===== src/rtl/cache_traffic_gen_if.sv =====
// rtl/cache_traffic_gen_if.sv - cache access bus between traffic generator and cache
// Ports (signals):
//   cache_read   request: read access
//   cache_write  request: write access
//   address      access address (ADDR_W)
//   cache_ready  cache completes the presented access this cycle
//   cache_hit    hit status of the completing access
// Modports: master (generator side), slave (cache side).
interface cache_traffic_gen_if #(
  parameter int ADDR_W = 15
);
  logic              cache_read;
  logic              cache_write;
  logic [ADDR_W-1:0] address;
  logic              cache_ready;
  logic              cache_hit;

  modport master (
    output cache_read,
    output cache_write,
    output address,
    input  cache_ready,
    input  cache_hit
  );

  modport slave (
    input  cache_read,
    input  cache_write,
    input  address,
    output cache_ready,
    output cache_hit
  );
endinterface


===== src/rtl/cache_traffic_gen.sv =====
// rtl/cache_traffic_gen.sv - strided cache traffic generator with hit-rate divider
// Ports:
//   clk, rst_n     clock, asynchronous active-low reset
//   start          begin a run (honoured in IDLE/DONE only)
//   bus            cache access bus, master side
//   busy           high while issuing accesses or dividing
//   done           run finished, results valid
//   hit_total      hits counted in the current/last run
//   hit_rate_pct   floor(hit_total*100/NUM_ACCESSES)
module cache_traffic_gen #(
  parameter int ADDR_W       = 15,
  parameter int CNT_W        = 14,
  parameter int START_ADDR   = 1024,
  parameter int NUM_ACCESSES = 8192,
  parameter int STRIDE       = 1,
  parameter int WRITE_EVERY  = 0
) (
  input  logic                clk,
  input  logic                rst_n,
  input  logic                start,
  cache_traffic_gen_if.master bus,
  output logic                busy,
  output logic                done,
  output logic [CNT_W-1:0]    hit_total,
  output logic [6:0]          hit_rate_pct
);

  localparam int DIV_W = CNT_W + 7;
  localparam int DC_W  = $clog2(DIV_W + 1);
  localparam int WP_W  = (WRITE_EVERY > 1) ? $clog2(WRITE_EVERY) : 1;

  localparam logic [WP_W-1:0]   WP_LAST   = WP_W'((WRITE_EVERY > 0) ? WRITE_EVERY - 1 : 0);
  localparam logic              WR_FIRST  = (WRITE_EVERY == 1);
  localparam logic [CNT_W-1:0]  CNT_LAST  = CNT_W'(NUM_ACCESSES - 1);
  localparam logic [CNT_W:0]    DIVISOR   = (CNT_W + 1)'(NUM_ACCESSES);
  localparam logic [ADDR_W-1:0] ADDR_INIT = ADDR_W'(START_ADDR);
  localparam logic [ADDR_W-1:0] ADDR_STEP = ADDR_W'(STRIDE);
  localparam logic [DC_W-1:0]   DC_LAST   = DC_W'(DIV_W - 1);

  typedef enum logic [1:0] {IDLE, RUN, DIV, DONE} state_t;

  state_t            state, state_next;
  logic              req_rd, req_wr;
  logic [ADDR_W-1:0] addr_q;
  logic [CNT_W-1:0]  acc_cnt;
  logic [WP_W-1:0]   wr_phase;
  // dvd shifts the dividend out at the top while quotient bits enter at the bottom
  logic [DIV_W-1:0]  dvd;
  logic [CNT_W-1:0]  rem;
  logic [DC_W-1:0]   div_cnt;

  logic              hs, last, div_last, wr_next, ge;
  logic [CNT_W-1:0]  hit_next;
  logic [WP_W-1:0]   phase_next;
  logic [CNT_W:0]    trial;
  logic [CNT_W-1:0]  rem_next;
  logic [DIV_W-1:0]  quo;

  assign bus.cache_read  = req_rd;
  assign bus.cache_write = req_wr;
  assign bus.address     = addr_q;

  always_comb begin
    state_next = state;
    hs         = (state == RUN) && (req_rd || req_wr) && bus.cache_ready;
    last       = hs && (acc_cnt == CNT_LAST);
    div_last   = (state == DIV) && (div_cnt == DC_LAST);
    hit_next   = hit_total + CNT_W'(bus.cache_hit);
    // wrap counter gives the access index modulo WRITE_EVERY without a divider
    phase_next = ((WRITE_EVERY > 0) && (wr_phase == WP_LAST)) ? '0 : wr_phase + WP_W'(1);
    wr_next    = (WRITE_EVERY > 0) && (phase_next == WP_LAST);
    trial      = {rem, dvd[DIV_W-1]};
    ge         = (trial >= DIVISOR);
    rem_next   = ge ? CNT_W'(trial - DIVISOR) : trial[CNT_W-1:0];
    quo        = {dvd[DIV_W-2:0], ge};

    case (state)
      IDLE, DONE: if (start)    state_next = RUN;
      RUN:        if (last)     state_next = DIV;
      DIV:        if (div_last) state_next = DONE;
      default:                  state_next = IDLE;
    endcase
  end

  always_ff @(posedge clk or negedge rst_n) begin
    if (!rst_n) state <= IDLE;
    else        state <= state_next;
  end

  always_ff @(posedge clk or negedge rst_n) begin
    if (!rst_n) begin
      req_rd       <= 1'b0;
      req_wr       <= 1'b0;
      addr_q       <= ADDR_INIT;
      acc_cnt      <= '0;
      wr_phase     <= '0;
      hit_total    <= '0;
      hit_rate_pct <= '0;
      dvd          <= '0;
      rem          <= '0;
      div_cnt      <= '0;
      busy         <= 1'b0;
      done         <= 1'b0;
    end else begin
      busy <= (state_next == RUN) || (state_next == DIV);
      done <= (state_next == DONE);
      case (state)
        IDLE, DONE: begin
          if (start) begin
            hit_total <= '0;
            acc_cnt   <= '0;
            wr_phase  <= '0;
            addr_q    <= ADDR_INIT;
            req_rd    <= !WR_FIRST;
            req_wr    <= WR_FIRST;
          end
        end
        RUN: begin
          if (hs) begin
            hit_total <= hit_next;
            acc_cnt   <= acc_cnt + CNT_W'(1);
            addr_q    <= addr_q + ADDR_STEP;
            wr_phase  <= phase_next;
            if (last) begin
              req_rd  <= 1'b0;
              req_wr  <= 1'b0;
              // final hit is folded in here so the divider starts on the next edge
              dvd     <= DIV_W'(hit_next) * DIV_W'(100);
              rem     <= '0;
              div_cnt <= '0;
            end else begin
              req_rd  <= !wr_next;
              req_wr  <= wr_next;
            end
          end
        end
        DIV: begin
          rem     <= rem_next;
          dvd     <= quo;
          div_cnt <= div_cnt + DC_W'(1);
          if (div_last) hit_rate_pct <= quo[6:0];
        end
        default: ;
      endcase
    end
  end

endmodule


===== src/flat_wrapper.sv =====
// flat-port wrapper written by rule: the top's interface ports become plain ports
module cache_traffic_gen_flat 
#(
  parameter int ADDR_W       = 15,
  parameter int CNT_W        = 14,
  parameter int START_ADDR   = 1024,
  parameter int NUM_ACCESSES = 8192,
  parameter int STRIDE       = 1,
  parameter int WRITE_EVERY  = 0
)
  (clk, rst_n, start, busy, done, hit_total, hit_rate_pct, bus_cache_read, bus_cache_write, bus_address, bus_cache_ready, bus_cache_hit);
  cache_traffic_gen_if #(.ADDR_W(ADDR_W)) bus_i ();
  input  logic clk;
  input  logic rst_n;
  input  logic start;
  output logic busy;
  output logic done;
  output logic [CNT_W-1:0] hit_total;
  output logic [6:0] hit_rate_pct;
  output wire logic [$bits(bus_i.cache_read)-1:0] bus_cache_read;
  output wire logic [$bits(bus_i.cache_write)-1:0] bus_cache_write;
  output wire logic [$bits(bus_i.address)-1:0] bus_address;
  input wire logic [$bits(bus_i.cache_ready)-1:0] bus_cache_ready;
  input wire logic [$bits(bus_i.cache_hit)-1:0] bus_cache_hit;
  assign bus_cache_read = bus_i.cache_read;
  assign bus_cache_write = bus_i.cache_write;
  assign bus_address = bus_i.address;
  assign bus_i.cache_ready = bus_cache_ready;
  assign bus_i.cache_hit = bus_cache_hit;
  cache_traffic_gen #(.ADDR_W(ADDR_W), .CNT_W(CNT_W), .START_ADDR(START_ADDR), .NUM_ACCESSES(NUM_ACCESSES), .STRIDE(STRIDE), .WRITE_EVERY(WRITE_EVERY)) u_core (.clk(clk), .rst_n(rst_n), .start(start), .bus(bus_i), .busy(busy), .done(done), .hit_total(hit_total), .hit_rate_pct(hit_rate_pct));
endmodule

===== config.mk =====
export PLATFORM = sky130hd
export DESIGN_NAME = cache_traffic_gen_flat
export DESIGN_NICKNAME = d
export VERILOG_FILES = /design/src/rtl/cache_traffic_gen_if.sv /design/src/rtl/cache_traffic_gen.sv /design/src/flat_wrapper.sv
export SDC_FILE = /design/constraint.sdc
export NUM_CORES = 1
export LEC_CHECK = 0
export BUFFER_PORTS_ARGS = -buffer_cell sky130_fd_sc_hd__buf_4
export CORE_MARGIN = 2
export CORE_UTILIZATION = 55
export DETAILED_ROUTE_END_ITERATION = 8
export HOLD_SLACK_MARGIN = 0.03
export PLACE_DENSITY = 0.81
export SETUP_SLACK_MARGIN = 0.15
export SLEW_MARGIN = 0
export SYNTH_ARGS = -nofsm -noshare
export SYNTH_HDL_FRONTEND = slang
export SYNTH_SLANG_ARGS = --single-unit

===== constraint.sdc =====
create_clock -name clk -period 5.7 [get_ports clk]
set_input_delay 0.285 -clock clk [delete_from_list [all_inputs] [get_ports clk]]
set_output_delay 0.285 -clock clk [all_outputs]
set_load 0.1 [all_outputs]

==> metrics.md, run 1 <==
| Metric | Value |
|---|---|
| Initial drt markers | 202 |
| Clock Path Buffers | 2 |
| Pwr Density | 334.7 nW/µm² |
| Yosys warns | 0 |
| Number of distinct library cells after synthesis | 47 |
| Max Slew Vio Count | 0 |
| Final Hold Fails | 0 |
| Worst Skew | 0.01629 ns |
| CTS tree | yes |
| Vias/cell | 5.521 |
| First drt pass iteration count | 5 |
| Cell row count | 37 |
| Synth Register Bits | 95 |
| Starting density of the core | 56.70% |
| IO Port Bufs | 43 |
| WL/cell | 14.01 µm |
| Setup violators final | 0 |
| Final std cells w/o fill | 802 |
| Die area | 11530 µm² |
| Tightest Pin Transition | 1.091 ns |
| Slew HR | 27.29% |
| Worst-path clk slew | 0.10 ns |
| Htree depth | 3 |
| Top-count cell post-synth | dfrtp_1 |
| Final wirelength | 11240 µm |
| Synth Area in Simple Gates | 18.71% |
| Die Span X | 107.4 µm |
| Global route overflow | 0 |
| CP peak stage delay | 0.53 ns |
| DRT antenna net count | 0 |
| Worst Path Arrival | 4.95 ns |
| Core Footprint | 10370 µm² |
| Crit path from | u_core.hit_total[2] |
| Area Overhead vs Synth | 10.43% |
| Adder-cell share of the synthesized area | 14.64% |
| FFs w/ async S/R, synth | 100.0% |
| Diodes inserted | 0 |
| RePlAce Congestion | 0.8742 |
| Ys flop type | dfrtp_1 |
| Dpl cells | 785 |
| Synth Cell Area | 5879 µm² |
| Post_cts resized | 0 |
| Skew-Pair Late Insertion Delay | 0.37 ns |
| Num Clock Sinks | 95 |
| First-pass GRT wire length | 19770 µm |
| Required time worst endpoint | 5.96 ns |
| Fillers | 856 |
| P_leak | 3.424 nW |
| Unrepaired setup endpoints after global routing | false |
| Vias in the first global route | 4370 |
| Post-CTS setup buffers | 0 |
| Setup_tns | 0 ns |
| Detailed Place HPWL | 8183 µm |
| Seq/Total Area, Yosys | 40.46% |
| Worst path slowest cell | fa_1 |
| Synth cell count leaders | dfrtp_1 (94), nand2_1 (90), ha_1 (56) |
| Average cell area after synthesis | 9.318 µm² |
| Area leader, netlist | dfrtp_1 |
| Worst Hold Launch | start |
| Crit Path Class | reg2reg |
| Outcome | complete, no violations |
| Cts hold-fix bufs | 1 |
| Top cells by area, synth | dfrtp_1 (40%), ha_1 (12%), nand2_1 (5.7%) |
| Ports | 45 |
| Largest family of logic cells by synthesized area | simple AND/OR/NAND/NOR gates |
| Die height | 107.4 µm |
| Via count | 4428 |
| DR DRC count | 0 |
| Cell breakdown of the critical path | nand3_1 -> nor2_1 -> nand3_1 -> nor2b_1 -> xnor2_1 -> inv_1 -> ha_1 -> ha_1 -> inv_1 -> fa_1 -> inv_1 -> ha_1 -> a21oi_1 -> o21ai_0 -> a32o_1 -> a211o_1 -> xnor2_1 -> o211ai_1 -> o21a_1 |
| Synth Area in XOR/XNOR | 8.044% |
| Hold Path Class | in2reg |
| Reg2Reg Launch Point | u_core.hit_total[2] |
| Worst vdd ir | 0.2257 mV |
| Syn Inst Count | 631 |
| Critical path endpoint category | register |
| Post-synthesis mux area share | 2.852% |
| Initial antenna violation count | 0 |
| Crit path time final | 4.692 ns |
| CP Launch Type | register |
| Root buffer cell | clkbuf_8 |
| Largest net degree at the start of global routing | 60 |
| Synth Area in Compound Gates | 10.02% |
| Final nets | 730 |
| Maxcap violations | 0 |
| Worst R2R Setup Slack | 1.01 ns |
| Gr usage total | 21.27% |
| Top cell type's share of synthesized area | 40.01% |
| Crit-path max FO | 8 |
| Fmax | 213.1 MHz |
| Final Cycle Share | 82.31% |
| Power after layout | 2.173 mW |
| Synthesized Nets | 700 |
| Num CTS Buffers | 9 |
| Number of flops mapped to enable cells by yosys | 0 |
| Layout cells sized above 1 | 11.56% |
-- area by class of cell --
type                            count  area, µm²  area share, %
Multi-Input combinational cell    463       3197          49.24
Timing Repair Buffer               47      355.3          5.473
Clock inverter                      4      77.57          1.195
Clock buffer                       12      145.1          2.235
Inverter                           45      168.9          2.602
Sequential cell                    95       2379          36.64
Tap cell                          136      170.2          2.621
-- per-layer routing --
metal / up-vias / part of all wire, % / GRT usage (%)
li1: 2203 / - / -
met1: 2125 / 45 / 28.64
met2: 95 / 48 / 35.13
met3: 5 / 5.4 / 4.479
met4: 0 / 0.64 / 5.586
met5: - / 0 / 0
-- path summary, 6_finish.rpt --
kind                                         endpoint  depth (start not counted)
worst min-delay path            u_core.bus.cache_read                          3
worst max-delay path                   u_core.dvd[19]                         19
worst max register to register         u_core.dvd[19]                         19
min in group asynchronous        u_core.hit_total[13]                          2
max in group asynchronous               u_core.dvd[6]                          3
worst min register to register          u_core.rem[7]                          2
-- metrics by stage --
step                area, µm²  util (%)  hold WS, ns  setup slack, ns
floorplan                5879         -     -0.01059           0.8147
global placement         6260     60.36       0.2639            1.313
detailed placement       6260     60.36       0.2684            1.074
CTS                      6492     62.61       0.2495            1.046
global route             6492     62.61       0.2612           0.6096
finish                   6492     62.61       0.2570            1.008
-- critical path, delay by kind of cell, from the launching register on --
family / cells / cell delay [ns]
adder cells (fa/ha/maj): 4 / 1.49
AO/OA/AOI/OAI: 6 / 1.22
AND/OR/NAND/NOR: 4 / 0.81
flip-flops: 1 / 0.49
XOR/XNOR: 2 / 0.39
buffers and inverters: 3 / 0.18
-- cells by family (layout without fill, tap and decap cells) --
| group | after synthesis | after routing |
|---|---|---|
| and+or+nand+nor | 233 | 233 |
| DFF | 95 | 95 |
| adders and majority gates | 64 | 64 |
| other | 1 | 1 |
| xor gates and xnor gates | 54 | 54 |
| AOI/OAI and AO/OA | 95 | 95 |
| buffers and inverters | 73 | 108 |
| muxes | 16 | 16 |
-- power breakdown --
group	internal, mW	total, mW	switching, mW	leakage (nW)
Combinational	0.228	0.843	0.615	2.02
Clock	0.263	0.502	0.239	0.112
Sequential	0.753	0.828	0.0746	1.29
Total	1.24	2.17	0.929	3.42
-- sequential cells by signal (all words and copies together) (netlist names) --
signal and cells:
u_core.hit_total 14, u_core.busy 1, u_core.hit_rate_pct 7, u_core.done 1, u_core.rem 14, u_core.dvd 21, u_core.div_cnt 5, u_core.acc_cnt 14
u_core.state 2, u_core.bus.address 15, u_core.bus.cache_read 1
-- cell usage in the layout (no fill, tap or decap), types with 3 or more instances in the layout --
| master | Yosys | routed |
|---|---|---|
| nor2_1 | 44 | 44 |
| xor2_1 | 26 | 26 |
| o21a_1 | 4 | 4 |
| a21o_1 | 10 | 10 |
| fa_1 | 8 | 8 |
| mux2i_1 | 10 | 10 |
| ha_1 | 56 | 55 |
| nor4_1 | 3 | 3 |
| nand3_1 | 51 | 51 |
| clkbuf_8 | 0 | 10 |
| nand2_1 | 90 | 90 |
| nor2b_1 | 4 | 4 |
| o21ai_0 | 37 | 37 |
| xnor2_1 | 28 | 28 |
| inv_1 | 45 | 45 |
| nand4_1 | 16 | 16 |
| a22o_1 | 4 | 4 |
| mux2_2 | 6 | 6 |
| or2_2 | 3 | 3 |
| a211oi_1 | 3 | 3 |
| buf_4 | 1 | 46 |
| o31a_1 | 3 | 3 |
| nor3_1 | 5 | 5 |
| o31ai_1 | 4 | 4 |
| a21oi_1 | 18 | 18 |
| dfrtp_1 | 94 | 94 |
| nand2b_1 | 3 | 3 |
| and3_1 | 5 | 5 |
No activity file was read; power rests on OpenSTA's default activity.
==> run 2, diff against run 1 <==
--- a/config.mk
+++ b/config.mk
@@ -10,7 +10,7 @@
 export CORE_UTILIZATION = 55
 export DETAILED_ROUTE_END_ITERATION = 8
 export HOLD_SLACK_MARGIN = 0.03
-export PLACE_DENSITY = 0.81
+export PLACE_DENSITY = 0.84
 export SETUP_SLACK_MARGIN = 0.15
 export SLEW_MARGIN = 0
 export SYNTH_ARGS = -nofsm -noshare
==> constraint.sdc (replaced) <==
create_clock -name clk -period 4 [get_ports clk]
set_input_delay 0.2 -clock clk [delete_from_list [all_inputs] [get_ports clk]]
set_output_delay 0.2 -clock clk [all_outputs]
set_load 0.1 [all_outputs]
==> run 2 against run 1 <==
  * The run now ends with setup timing left
  * Hold slack got worse by 0.086 ns
  * First-iteration DRC count increased by 77%
  * Sequential share of layout area decreased by 3.1 points
  * Critical path type unchanged
  * Combinational power increased by 64%
  * Maximum frequency increased by 16%
  * Setup slack got worse by 1.0 ns
  * Clock skew decreased by 0.00086 ns
  * Highest routed layer unchanged
==> metrics.md, run 2 (same netlist as run 1, synthesis figures left out) <==
| Metric | Value |
|---|---|
| Commonest non-fill, non-tap cells in the layout | nand2_1 (89), dfrtp_1 (83), buf_4 (81) |
| Critical path endpoint category | register |
| Fillers | 707 |
| CP most frequent cell | ha_1 |
| Pwr Density | 449.0 nW/µm² |
| Num CTS Buffers | 9 |
| WP depth | 16 |
| Setup violators final | 2 |
| Vias in the first global route | 4674 |
| Tightest Pin Transition | 0.8366 ns |
| Htree depth | 3 |
| IO Port Bufs | 43 |
| DRT antenna net count | 0 |
| Num Clock Sinks | 95 |
| WL/cell | 16.59 µm |
| Worst R2R Setup Slack | -0.04 ns |
| Die Span X | 107.4 µm |
| Die area | 11530 µm² |
| Power after layout | 3.230 mW |
| Failing checks | setup timing |
| Via count | 4798 |
| Initial drt markers | 357 |
| Crit path time final | 4.037 ns |
| Final wirelength | 13890 µm |
| Required time worst endpoint | 4.24 ns |
| Design Area, Final | 7194 µm² |
| Largest register FFs | 21 |
| Cell row count | 37 |
| Setup_tns | -0.06934 ns |
| Final nets | 765 |
| Final Hold Fails | 0 |
| Crit path from | u_core.hit_total[3] |
| Largest net degree at the start of global routing | 58 |
| Unrepaired setup endpoints after global routing | true |
| Gr usage total | 23.68% |
| Largest delay contributor family on the critical path | adder cells |
| First-pass GRT wire length | 21740 µm |
| Reg2Reg Launch Point | u_core.hit_total[3] |
| Cell Area, Placed | 6628 µm² |
| Slew HR | 44.02% |
| Register Area | 2410 µm² |
| Commonest non-fill, non-tap cell in the layout | nand2_1 |
| Starting density of the core | 56.70% |
| P_int | 1.807 mW |
| Area Overhead vs Synth | 22.37% |
| Root buffer cell | clkbuf_8 |
| CTS tree | yes |
| Worst Hold Launch | start |
| Sw frac | 44.05% |
| RePlAce Congestion | 0.8942 |
| Clock Path Buffers | 2 |
| CP peak stage delay | 0.54 ns |
| Hold WS | 0.1709 ns |
| Clock power share | 19.8% |
| Worst path slowest cell | fa_1 |
| Die height | 107.4 µm |
| DP Worst Slack | -0.004678 ns |
| Diodes inserted | 0 |
| Initial antenna violation count | 0 |
| P_leak | 3.593 nW |
| Crit-path max FO | 7 |
| Worst vdd ir | 0.3829 mV |
| Hold depth | 3 |
| Multi-input combinational cell area | 3631 µm² |
| CP Launch Type | register |
| Worst Skew | 0.01544 ns |
| Final Cycle Share | 100.9% |
| Ports | 45 |
| Worst R2R End | u_core.dvd[20] |
| Layout cells sized above 1 | 25.39% |
| Global route overflow | 0 |
| Largest Register | u_core.dvd |
| Core Footprint | 10370 µm² |
| Switching pwr | 1.423 mW |
| Worst Reg-to-Reg Cells | 16 |
| DR DRC count | 0 |
| Hold Path Class | in2reg |
| Maxcap violations | 0 |
| Cell breakdown of the critical path | nand3_4 -> nor2_4 -> nand4_1 -> xnor2_2 -> ha_1 -> ha_1 -> inv_2 -> fa_1 -> inv_1 -> ha_4 -> a21oi_2 -> o21ai_1 -> a21o_1 -> a311oi_2 -> mux2i_1 -> nand3_1 |
| Share of power burned in registers | 37.3% |
| Detailed Place HPWL | 8989 µm |
| Outcome | complete, but fails checks |
| Crit Path Class | reg2reg |
| CP endpoint | u_core.dvd[20] |
| WP buf/inv | 2 |
| Max Slew Vio Count | 0 |
| Fmax | 247.7 MHz |
| First drt pass iteration count | 7 |
| Worst-path clk slew | 0.10 ns |
| Skew-Pair Late Insertion Delay | 0.37 ns |
| Vias/cell | 5.732 |
| Final Worst Setup Slack | -0.03725 ns |
| Comb pwr share | 42.8% |
| Worst Path Arrival | 4.28 ns |
==> run 2: changes by cell type in the layout (fill, tap and decap cells not counted), sizes merged <==
cell	previous run	this run
bufinv	2	1
buf	46	81
clkinvlp	0	1
inv	47	46
clkinv	0	3
clkbuf	12	10
==> run 2: metal layers <==
layer	vias to the layer above	track usage, %	routed length, µm
li1	2265	-	-
met1	2331	29.32	5824
met2	160	41.23	6989
met3	42	4.843	681
met4	0	8.150	395
met5	-	0	0
==> run 2: cell type report <==
type / count / share of cell area (%)
Clock buffer: 10 / 1.774
Tap cell: 136 / 2.365
Multi-Input combinational cell: 463 / 50.47
Inverter: 45 / 2.348
Sequential cell: 95 / 33.50
Timing Repair Buffer: 82 / 8.591
Clock inverter: 6 / 0.9565
==> run 2: worst min path at each step <==
stage | end | slack [ns]
detailed placement | u_core.dvd[19] | 0.30
finish | u_core.bus.cache_read | 0.17
global route | u_core.bus.cache_read | 0.17
CTS | u_core.bus.cache_read | 0.17
global placement | u_core.hit_total[13] | 0.30
floorplan | u_core.acc_cnt[0] | -0.1
==> run 2: through the flow <==
step / std cells / util [%]
4_1_cts: 824 / 67.52
5_1_grt: 837 / 69.38
2_1_floorplan: 631 / -
6_report: 837 / 69.38
3_5_place_dp: 796 / 63.91
3_3_place_gp: 796 / 63.91
==> run 2: worst reg2reg max path: cells and delay by family (launching register included) <==
| family | cells | cell delay, ns |
|---|---|---|
| fa+ha+maj | 4 | 1.39 |
| simple gates | 4 | 0.70 |
| buf+inv | 2 | 0.12 |
| flops | 1 | 0.44 |
| xor+xnor | 1 | 0.32 |
| mux | 1 | 0.25 |
| compound gates | 4 | 0.70 |
==> run 2: power by group through the flow <==
stage	registers [mW]	logic [mW]	clock network, mW
2_1_floorplan	1.51	0.697	0
3_3_place_gp	1.21	1.22	0
3_5_place_dp	1.22	1.25	0
4_1_cts	1.20	1.33	0.648
5_1_grt	1.22	1.51	0.689
6_report	1.21	1.38	0.641
==> run 2: what timing repair did <==
item | in CTS | in global routing
hold endpoints to repair | 55 | 0
endpoints found under the setup margin | 6 | 10
gates resized for setup | 12 | 18
cloned | 0 | 0
pin swaps | 13 | 18
buffers inserted | 11 | 13
hold buffers | 1 | 0
==> run 3, diff against run 2 <==
--- a/config.mk
+++ b/config.mk
@@ -11,8 +11,9 @@
 export DETAILED_ROUTE_END_ITERATION = 8
 export HOLD_SLACK_MARGIN = 0.03
 export PLACE_DENSITY = 0.84
+export REMOVE_ABC_BUFFERS = 1
 export SETUP_SLACK_MARGIN = 0.15
-export SLEW_MARGIN = 0
+export SLEW_MARGIN = 20
 export SYNTH_ARGS = -nofsm -noshare
 export SYNTH_HDL_FRONTEND = slang
 export SYNTH_SLANG_ARGS = --single-unit
==> run 3 against run 2 <==
  * The flow still finishes with violations (setup timing)
  * Clock-buffer cell count grew 1
  * Final area rose by 2.9%
  * Sequential power about the same
  * Critical path depth rose by 3
  * Clock skew is 0.0050 ns lower
  * Hold slack gained 0.0082 ns
  * Critical path type unchanged
==> metrics.md, run 3 (same netlist as run 1, synthesis figures left out) <==
| Metric | Value |
|---|---|
| Outcome | complete, but fails checks |
| Failing checks | setup timing |
| CP Launch Type | register |
| Clock Path Buffers | 2 |
| Hold Path Class | in2reg |
| Final nets | 778 |
| IO Port Bufs | 43 |
| Ports | 45 |
| Commonest non-fill, non-tap cells in the layout | dfrtp_1 (93), buf_4 (92), nand2_1 (87) |
| Vias in the first global route | 5035 |
| Layout cells sized above 1 | 27.59% |
| Starting density of the core | 56.70% |
| Num Clock Sinks | 95 |
| Required time worst endpoint | 4.24 ns |
| Final Cycle Share | 108.0% |
| CTS tree | yes |
| DRT antenna net count | 0 |
| DR DRC count | 0 |
| Crit path from | u_core.hit_total[2] |
| Tightest Pin Transition | 0.9688 ns |
| Largest register FFs | 21 |
| Diodes inserted | 0 |
| Die area | 11530 µm² |
| Crit-path max FO | 6 |
| Root buffer cell | clkbuf_8 |
| Via count | 5186 |
| Initial drt markers | 362 |
| Worst-path clk slew | 0.10 ns |
| Final Worst Setup Slack | -0.3188 ns |
| Skew-Pair Late Insertion Delay | 0.39 ns |
| Fmax | 231.5 MHz |
| Worst path slowest cell | fa_1 |
| Max Slew Vio Count | 0 |
| P_leak | 3.719 nW |
| Area Overhead vs Synth | 25.86% |
| Crit path time final | 4.319 ns |
| Setup violators final | 2 |
| Cell breakdown of the critical path | nand3_2 -> nor2_4 -> buf_6 -> nand4_1 -> xnor2_2 -> ha_1 -> ha_1 -> inv_2 -> fa_1 -> inv_2 -> ha_4 -> buf_4 -> buf_6 -> nand2_1 -> nor2_1 -> a21o_1 -> a311oi_2 -> mux2i_1 -> nand3_1 |
| Die height | 107.4 µm |
| Final wirelength | 16880 µm |
| Htree depth | 3 |
| Crit Path Class | reg2reg |
| Power after layout | 3.498 mW |
| Unrepaired setup endpoints after global routing | true |
| Gr usage total | 26.40% |
| First drt pass iteration count | 5 |
| Pwr Density | 472.8 nW/µm² |
| CP endpoint | u_core.dvd[20] |
| Detailed Place HPWL | 9014 µm |
| Critical path endpoint category | register |
| WL/cell | 19.86 µm |
| Largest net degree at the start of global routing | 59 |
| Commonest non-fill, non-tap cell in the layout | dfrtp_1 |
| Worst R2R End | u_core.dvd[20] |
| Worst vdd ir | 0.4943 mV |
| Initial antenna violation count | 0 |
| Largest Register | u_core.dvd |
| Global route overflow | 0 |
| Hold WS | 0.1792 ns |
| Worst Path Arrival | 4.56 ns |
| Vias/cell | 6.101 |
| Fillers | 661 |
| Multi-input combinational cell area | 3727 µm² |
| Worst Reg-to-Reg Cells | 19 |
| Slew HR | 35.42% |
| Register Area | 2380 µm² |
| Final Hold Fails | 0 |
| Worst Hold Launch | start |
| DP Worst Slack | -0.1501 ns |
| Reg2Reg Launch Point | u_core.hit_total[2] |
| Worst R2R Setup Slack | -0.32 ns |
| First-pass GRT wire length | 24040 µm |
| Maxcap violations | 0 |
| Num CTS Buffers | 9 |
| Die Span X | 107.4 µm |
| Cell row count | 37 |
| Core Footprint | 10370 µm² |
| Worst Skew | 0.01043 ns |
| CP peak stage delay | 0.51 ns |
| RePlAce Congestion | 0.8591 |
## run 3: worst min path at each step
stage / to / slack [ns] / depth (start not counted)
after floorplan: u_core.acc_cnt[0] / -0.1 / 0
after global placement: u_core.hit_total[12] / 0.28 / 1
after detailed placement: u_core.hit_total[13] / 0.29 / 1
after CTS: u_core.state[1] / 0.14 / 3
after global routing: u_core.state[1] / 0.18 / 3
final: u_core.state[1] / 0.18 / 3
## run 3: layout make-up
| type | instances | share of cell area [%] |
|---|---|---|
| well taps | 136 | 2.300 |
| multi-input cells | 463 | 50.37 |
| clock buffers | 11 | 1.911 |
| clock inverters | 5 | 1.201 |
| inverters | 45 | 2.283 |
| repair buffers | 95 | 9.773 |
| flip-flops and latches | 95 | 32.16 |
## run 3: routing by layer
metal | up-vias | track usage [%] | wire length, µm
met5 | - | 0 | 0
met4 | 0 | 13.64 | 1036
met3 | 83 | 4.116 | 1022
met2 | 258 | 46.20 | 8410
met1 | 2552 | 31.37 | 6414
li1 | 2293 | - | -
## run 3: metrics by stage
step           setup TNS, ns  cells  utilization (%)  instance area (µm²)
3_5_place_dp         -0.1975    816            62.61                 6492
4_1_cts                    0    841            68.27                 7079
3_3_place_gp               0    816            62.61                 6492
5_1_grt               -1.061    850            71.36                 7400
2_1_floorplan         -5.153    603                -                 5742
6_report             -0.4704    850            71.36                 7400
## run 3: critical path, delay by kind of cell (launching register included)
kind | cells | cell delay (ns)
buffers and inverters | 5 | 0.51
DFF | 1 | 0.40
muxes | 1 | 0.31
adders and majority gates | 4 | 1.42
AOI/OAI and AO/OA | 2 | 0.53
and+or+nand+nor | 6 | 0.77
xor gates and xnor gates | 1 | 0.23
## run 3: power by group
group	internal, mW	leakage (nW)	switching [mW]
sequential	1.07	1.29	0.116
combinational	0.490	2.31	1.07
clock	0.377	0.116	0.372
total	1.94	3.72	1.56
## run 3: timing repair
item,CTS,global route
endpoints found under the hold margin,52,0
resized for setup,46,43
pin swaps,29,36
setup endpoints to repair,8,10
buffers inserted,8,9
hold buffers,1,0
